[config.mk]
export PLATFORM = sky130hd
export DESIGN_NAME = regfile_sb
export DESIGN_NICKNAME = d
export VERILOG_FILES = /design/src/rtl/regfile_pkg.sv /design/src/rtl/regfile_scoreboard.sv /design/src/rtl/regfile_sb.sv
export SDC_FILE = /design/constraint.sdc
export NUM_CORES = 2
export LEC_CHECK = 0
export CAP_MARGIN = 25
export CORE_UTILIZATION = 44
export CTS_CLUSTER_SIZE = 28
export DETAILED_ROUTE_END_ITERATION = 12
export PLACE_DENSITY = 0.62
export SLEW_MARGIN = 30
export SYNTH_ARGS = -nofsm -noshare
export SYNTH_HDL_FRONTEND = slang
export SYNTH_SLANG_ARGS = --single-unit
[constraint.sdc]
create_clock -name clk -period 6.2 [get_ports clk]
set_clock_uncertainty 0.2 [all_clocks]
set_input_delay 1.86 -clock clk [delete_from_list [all_inputs] [get_ports clk]]
set_output_delay 1.86 -clock clk [all_outputs]
set_load 0.02 [all_outputs]
[src/rtl/regfile_pkg.sv]
// regfile_pkg -- shared definitions for the regfile_sb register file.
//   * state_e : soft-clear engine states (ST_IDLE, ST_CLEAR)
//   * DATA_W / ADDR_W : default register width and index width
//   * REG_A0 / REG_A7 : ABI indices (a0, a7) for wiring the debug port
package regfile_pkg;

    localparam int DATA_W = 32;
    localparam int ADDR_W = 5;

    localparam int REG_A0 = 10;
    localparam int REG_A7 = 17;

    typedef enum logic {
        ST_IDLE  = 1'b0,
        ST_CLEAR = 1'b1
    } state_e;

endpackage

[src/rtl/regfile_scoreboard.sv]
// regfile_scoreboard -- one pending bit per register, used for hazard detection.
// Ports:
//   clk, rstn               clock, asynchronous active-low reset
//   wr_en_i / wr_idx_i      writeback retires the producer of wr_idx_i (bit cleared)
//   iss_en_i / iss_idx_i    an instruction issues with destination iss_idx_i (bit set)
//   sclr_en_i / sclr_idx_i  soft-clear engine zeroes one entry (bit cleared)
//   raddr1_i / raddr2_i     read-port indices
//   rbusy1_o / rbusy2_o     pending bit of each read-port index
// Priority per bit: soft clear > issue > writeback. Issue beats writeback
// because a same-cycle issue is a newer producer still in flight.
module regfile_scoreboard
    import regfile_pkg::*;
#(
    parameter int ADDR_W   = regfile_pkg::ADDR_W,
    parameter int ZERO_REG = 1
) (
    input  logic              clk,
    input  logic              rstn,
    input  logic              wr_en_i,
    input  logic [ADDR_W-1:0] wr_idx_i,
    input  logic              iss_en_i,
    input  logic [ADDR_W-1:0] iss_idx_i,
    input  logic              sclr_en_i,
    input  logic [ADDR_W-1:0] sclr_idx_i,
    input  logic [ADDR_W-1:0] raddr1_i,
    input  logic [ADDR_W-1:0] raddr2_i,
    output logic              rbusy1_o,
    output logic              rbusy2_o
);

    localparam int NUM_REGS = 2**ADDR_W;

    logic [NUM_REGS-1:0] pend_q;
    logic [NUM_REGS-1:0] pend_d;

    genvar gi;
    generate
        for (gi = 0; gi < NUM_REGS; gi++) begin : g_pend
            if ((ZERO_REG != 0) && (gi == 0)) begin : g_zero
                // Hard-wired zero register can never have a producer in flight.
                assign pend_d[gi] = 1'b0;
            end else begin : g_bit
                assign pend_d[gi] =
                    (sclr_en_i && (sclr_idx_i == ADDR_W'(gi))) ? 1'b0 :
                    (iss_en_i  && (iss_idx_i  == ADDR_W'(gi))) ? 1'b1 :
                    (wr_en_i   && (wr_idx_i   == ADDR_W'(gi))) ? 1'b0 :
                    pend_q[gi];
            end
        end
    endgenerate

    always_ff @(posedge clk or negedge rstn) begin
        if (!rstn) begin
            pend_q <= '0;
        end else begin
            pend_q <= pend_d;
        end
    end

    assign rbusy1_o = pend_q[raddr1_i];
    assign rbusy2_o = pend_q[raddr2_i];

endmodule

[src/rtl/regfile_sb.sv]
// regfile_sb -- register file with 2 read ports, 1 write port, a debug read
// port, a pending-write scoreboard and a sequential soft-clear engine.
// Ports:
//   clk, rstn                 clock, asynchronous active-low reset
//   raddr1/2, rdata1/2        combinational read ports
//   rbusy1/2                  pending write outstanding on raddr1/2
//   we, waddr, wdata          writeback port
//   iss_valid, iss_rd         issue marks iss_rd pending
//   clr_req, clr_busy         soft-clear request / clear in progress
//   dbg_addr, dbg_data        debug read port, never forwarded
// Build option: define REGFILE_BYPASS_EN to forward the writeback data and a
// cleared busy flag onto matching read ports in the same cycle.
module regfile_sb
    import regfile_pkg::*;
#(
    parameter int DATA_W   = regfile_pkg::DATA_W,
    parameter int ADDR_W   = regfile_pkg::ADDR_W,
    parameter int ZERO_REG = 1
) (
    input  logic              clk,
    input  logic              rstn,
    input  logic [ADDR_W-1:0] raddr1,
    input  logic [ADDR_W-1:0] raddr2,
    output logic [DATA_W-1:0] rdata1,
    output logic [DATA_W-1:0] rdata2,
    output logic              rbusy1,
    output logic              rbusy2,
    input  logic              we,
    input  logic [ADDR_W-1:0] waddr,
    input  logic [DATA_W-1:0] wdata,
    input  logic              iss_valid,
    input  logic [ADDR_W-1:0] iss_rd,
    input  logic              clr_req,
    output logic              clr_busy,
    input  logic [ADDR_W-1:0] dbg_addr,
    output logic [DATA_W-1:0] dbg_data
);

    localparam int NUM_REGS = 2**ADDR_W;
    localparam bit ZR       = (ZERO_REG != 0);

    state_e            state_q, state_d;
    logic [ADDR_W-1:0] cnt_q, cnt_d;
    logic              clr_active;

    logic [DATA_W-1:0] regs_q [NUM_REGS];
    logic [DATA_W-1:0] regs_d [NUM_REGS];

    logic wr_ok;
    logic iss_ok;
    logic sb_busy1;
    logic sb_busy2;

    // Writes and issues are accepted only while idle and never to a hard zero.
    assign wr_ok  = we && (state_q == ST_IDLE) && !(ZR && (waddr == '0));
    assign iss_ok = iss_valid && (state_q == ST_IDLE) && !(ZR && (iss_rd == '0));

    // ---------------- soft-clear FSM: state register ----------------
    always_ff @(posedge clk or negedge rstn) begin
        if (!rstn) begin
            state_q <= ST_IDLE;
            cnt_q   <= '0;
        end else begin
            state_q <= state_d;
            cnt_q   <= cnt_d;
        end
    end

    // ---------------- soft-clear FSM: next state ----------------
    always_comb begin
        state_d = state_q;
        cnt_d   = cnt_q;
        case (state_q)
            ST_IDLE: begin
                if (clr_req) begin
                    state_d = ST_CLEAR;
                    cnt_d   = '0;
                end
            end
            ST_CLEAR: begin
                // cnt wraps to 0 naturally on the last entry.
                cnt_d = cnt_q + 1'b1;
                if (cnt_q == ADDR_W'(NUM_REGS - 1)) begin
                    state_d = ST_IDLE;
                end
            end
            default: begin
                state_d = ST_IDLE;
                cnt_d   = '0;
            end
        endcase
    end

    // ---------------- soft-clear FSM: outputs ----------------
    always_comb begin
        clr_active = (state_q == ST_CLEAR);
        clr_busy   = clr_active;
    end

    // ---------------- register array ----------------
    always_comb begin
        for (int i = 0; i < NUM_REGS; i++) begin
            regs_d[i] = regs_q[i];
        end
        if (clr_active) begin
            regs_d[cnt_q] = '0;
        end else if (wr_ok) begin
            regs_d[waddr] = wdata;
        end
        if (ZR) begin
            regs_d[0] = '0;
        end
    end

    always_ff @(posedge clk or negedge rstn) begin
        if (!rstn) begin
            for (int i = 0; i < NUM_REGS; i++) begin
                regs_q[i] <= '0;
            end
        end else begin
            for (int i = 0; i < NUM_REGS; i++) begin
                regs_q[i] <= regs_d[i];
            end
        end
    end

    // ---------------- scoreboard ----------------
    regfile_scoreboard #(
        .ADDR_W   (ADDR_W),
        .ZERO_REG (ZERO_REG)
    ) u_sb (
        .clk        (clk),
        .rstn       (rstn),
        .wr_en_i    (wr_ok),
        .wr_idx_i   (waddr),
        .iss_en_i   (iss_ok),
        .iss_idx_i  (iss_rd),
        .sclr_en_i  (clr_active),
        .sclr_idx_i (cnt_q),
        .raddr1_i   (raddr1),
        .raddr2_i   (raddr2),
        .rbusy1_o   (sb_busy1),
        .rbusy2_o   (sb_busy2)
    );

    // ---------------- read ports ----------------
`ifdef REGFILE_BYPASS_EN
    always_comb begin
        rdata1 = regs_q[raddr1];
        rbusy1 = sb_busy1;
        rdata2 = regs_q[raddr2];
        rbusy2 = sb_busy2;
        // Forward the retiring value; a same-cycle issue shows up next cycle.
        if (wr_ok && (waddr == raddr1)) begin
            rdata1 = wdata;
            rbusy1 = 1'b0;
        end
        if (wr_ok && (waddr == raddr2)) begin
            rdata2 = wdata;
            rbusy2 = 1'b0;
        end
    end
`else
    always_comb begin
        rdata1 = regs_q[raddr1];
        rbusy1 = sb_busy1;
        rdata2 = regs_q[raddr2];
        rbusy2 = sb_busy2;
    end
`endif

    // Entry 0 is held at zero in the array when ZR, so no extra read masking.
    assign dbg_data = regs_q[dbg_addr];

endmodule

==> results.json <==
{
  "ys.flop_type": "dfrtp_1",
  "gp_congestion": 1.000,
  "seq_power_share_pct": 38.3,
  "final-hold-violation-count": 0,
  "firstDrtPassIters": 7,
  "clk_latency_ns": 0.78,
  "p_int_mw": 15.76,
  "grt_pass1_vias": 65930,
  "antenna_found_initial": 15,
  "p_sw_mw": 9.104,
  "r2r_slack_ns": 2.27,
  "setup_viol_count_final": 11,
  "synth_cells": 6833,
  "cts_root_buffer": "clkbuf_16",
  "vdd_drop_max_mv": 0.2890,
  "rows": 145,
  "fmax_ghz": 0.1596,
  "drv_cap": 0,
  "critPathRequiredTime_ns": 4.14,
  "syn_avg_cell_area_um2": 10.12,
  "clkTransAtPathRegs_ns": 0.06,
  "clk_path_buf_depth": 3,
  "nets": 6972,
  "grt_max_degree": 152,
  "drc": 0,
  "violations": "setup timing",
  "slew_headroom_pct": 23.44,
  "min-delay-start": "regs_q[527]",
  "synth-seq-cells": 1029,
  "crit_arrival_ns": 4.21,
  "p_clk_share_pct": 30.0,
  "syn_area_um2": 69130,
  "grt.overflow.total": 0,
  "seq_area_um2": 25750,
  "initial_core_util_pct": 44.31,
  "wl_per_cell_um": 36.41,
  "num-fill-cells": 13870,
  "fp.dieArea_um2": 158700,
  "startpoint_type": "input pin",
  "regToRegStartpoint": "clr_busy",
  "wirelength_um": 330200,
  "worstPathMaxFanout": 10,
  "fin_crit_sh_pct": 101.1,
  "yosysWarnings": 0,
  "place_hpwl_um": 199800,
  "min_path_type": "register to register",
  "drive_gt1_share_pct": 25.08,
  "cts_tree": "yes",
  "crit_type": "input pin to output pin",
  "numCtsBuffers": 116,
  "post-route-min-period_ns": 6.266,
  "p_sw_share_pct": 36.62,
  "worst_hold_slack_ns": 0.3444,
  "grt.total_usage_pct": 40.96,
  "syn_to_final_growth_pct": 17.39,
  "slew_violations": 0,
  "synthArstFlopShare_pct": 100.0,
  "cts_max_level": 3,
  "cts.sinks": 1029,
  "power.leakage_nw": 32.40,
  "core_area_um2": 156000,
  "place_ws_ns": -0.7894,
  "hold_buffers": 0,
  "drt_iter0_drc": 10860,
  "worstRegToRegCells": 5,
  "setup_ws_ns": -0.06631,
  "via_per_inst": 7.514,
  "die_x_um": 398.4,
  "holdPathEnd": "regs_q[527]",
  "syn_nets": 6901,
  "ys_seq_area_share_pct": 37.25,
  "p_comb_share_pct": 31.7,
  "tightest_slew_ns": 1.145,
  "ys_types": 52,
  "layout_commonest_cell": "dfrtp_1",
  "endpoint_kind": "output pin",
  "grt_setup_unrepaired": "true",
  "multi_input_area_um2": 40280,
  "status": "finished with violations",
  "synth_edf_count": 0,
  "r2r_end": "regs_q[598]",
  "io_buffers": 160,
  "power_density_nw_per_um2": 306.4,
  "vias": 68150,
  "die_y_um": 398.4,
  "final_cell_mix": "dfrtp_1 (1,028), nor2_1 (833), nor3_1 (804)",
  "grt_pass1_wl_um": 472100,
  "ios": 161,
  "hold_path_depth": 1,
  "ant_nets": 0
}
[final cells by class]
cell class,instances,area share [%]
inverters,27,0.1264
well taps,2058,3.173
flip-flops and latches,1029,31.74
diodes,10,0.03084
clock inverters,48,0.7710
repair buffers,842,10.36
clock buffers,168,4.155
multi-input cells,4888,49.64
[sequential cells by signal, summed over array words and instances, names as in the netlist]
signal / cells
clr_busy: 1
cnt_q: 5
regs_q: 992
u_sb.pend_q: 31
[metrics by stage]
| step | power (mW) | setup TNS (ns) | cells | instance area (µm²) | utilization [%] |
|---|---|---|---|---|---|
| 2_1_floorplan | 13.96 | 0 | 6833 | 69130 | - |
| 4_1_cts | 24.50 | -0.00001332 | 9045 | 80920 | 51.87 |
| 3_3_place_gp | 16.87 | -12.54 | 8821 | 76540 | 49.06 |
| 3_5_place_dp | 17.10 | -12.24 | 8821 | 76550 | 49.07 |
| 5_1_grt | 25.61 | -0.02179 | 9064 | 81130 | 52.00 |
| 6_report | 24.86 | -0.2531 | 9070 | 81150 | 52.01 |
[synth_stat cells (5+ instances only)]
cell / count / area [µm²]
nand2b_1: 13 / 81.33
buf_2: 242 / 1211
inv_1: 25 / 93.84
o21ai_0: 103 / 515.5
nor4_4: 16 / 340.3
nand2_1: 170 / 638.1
mux2_2: 97 / 1092
mux4_2: 588 / 13240
nor2b_1: 21 / 131.4
o22ai_1: 226 / 1414
a211oi_1: 98 / 735.7
ha_1: 6 / 75.07
nor2_1: 862 / 3236
a32oi_1: 6 / 52.55
buf_1: 19 / 71.32
buf_4: 16 / 120.1
a2bb2oi_1: 16 / 140.1
clkbuf_1: 611 / 2293
nand3_1: 10 / 50.05
nand3b_1: 5 / 37.54
mux2i_1: 328 / 3283
nor4_1: 608 / 3804
a22oi_1: 100 / 750.7
and2_1: 101 / 631.9
dfrtp_1: 1029 / 25750
a22o_1: 357 / 3127
o31ai_1: 100 / 750.7
nor3_1: 819 / 4099
or3_1: 6 / 37.54
a21oi_1: 200 / 1001
[routing by layer]
metal / global-route usage [%] / routed length (µm)
met1: 51.82 / 115400
met2: 56.86 / 136500
met3: 15.98 / 50100
met4: 29.21 / 27830
met5: 1.150 / 429
[timing repair]
action | CTS | global route
endpoints found under the setup margin | 71 | 24
cloned | 3 | 0
setup buffers | 5 | 15
gates resized for setup | 116 | 20
[cells by family (layout without fill, tap and decap cells)]
group / count (synthesis) / count (layout) / synth area share, %
mux: 1013 / 1013 / 25.49
simple gates: 2654 / 2654 / 19.23
xor+xnor: 2 / 2 / 0.02534
other cells: 0 / 10 / 0
compound gates: 1213 / 1213 / 12.39
flops: 1029 / 1029 / 37.25
buf+inv: 916 / 1085 / 5.511
fa+ha+maj: 6 / 6 / 0.1086
[worst max-delay path, stage by stage]
cell           delay, ns
buf_4               0.27
mux2_2              0.38
a22o_1              0.18
a211oi_1            0.85
o31ai_1             0.24
dlygate4sd2_1       0.39
[power by group through the flow]
stage               Combinational [mW]  Clock (mW)  Sequential, mW
finish                            7.89        7.45            9.53
CTS                               7.63        7.46            9.42
global route                      8.23        7.72            9.66
detailed placement                7.58           0            9.52
floorplan                         4.98           0            8.98
global placement                  7.45           0            9.42
[worst max path at each step]
stage	from	to
floorplan	dbg_addr[0]	dbg_data[1]
global placement	raddr2[0]	rdata2[31]
detailed placement	raddr2[0]	rdata2[31]
CTS	raddr1[0]	rdata1[17]
global route	raddr1[0]	rdata1[24]
finish	dbg_addr[1]	dbg_data[4]
Power figures use the tool's default switching activity.
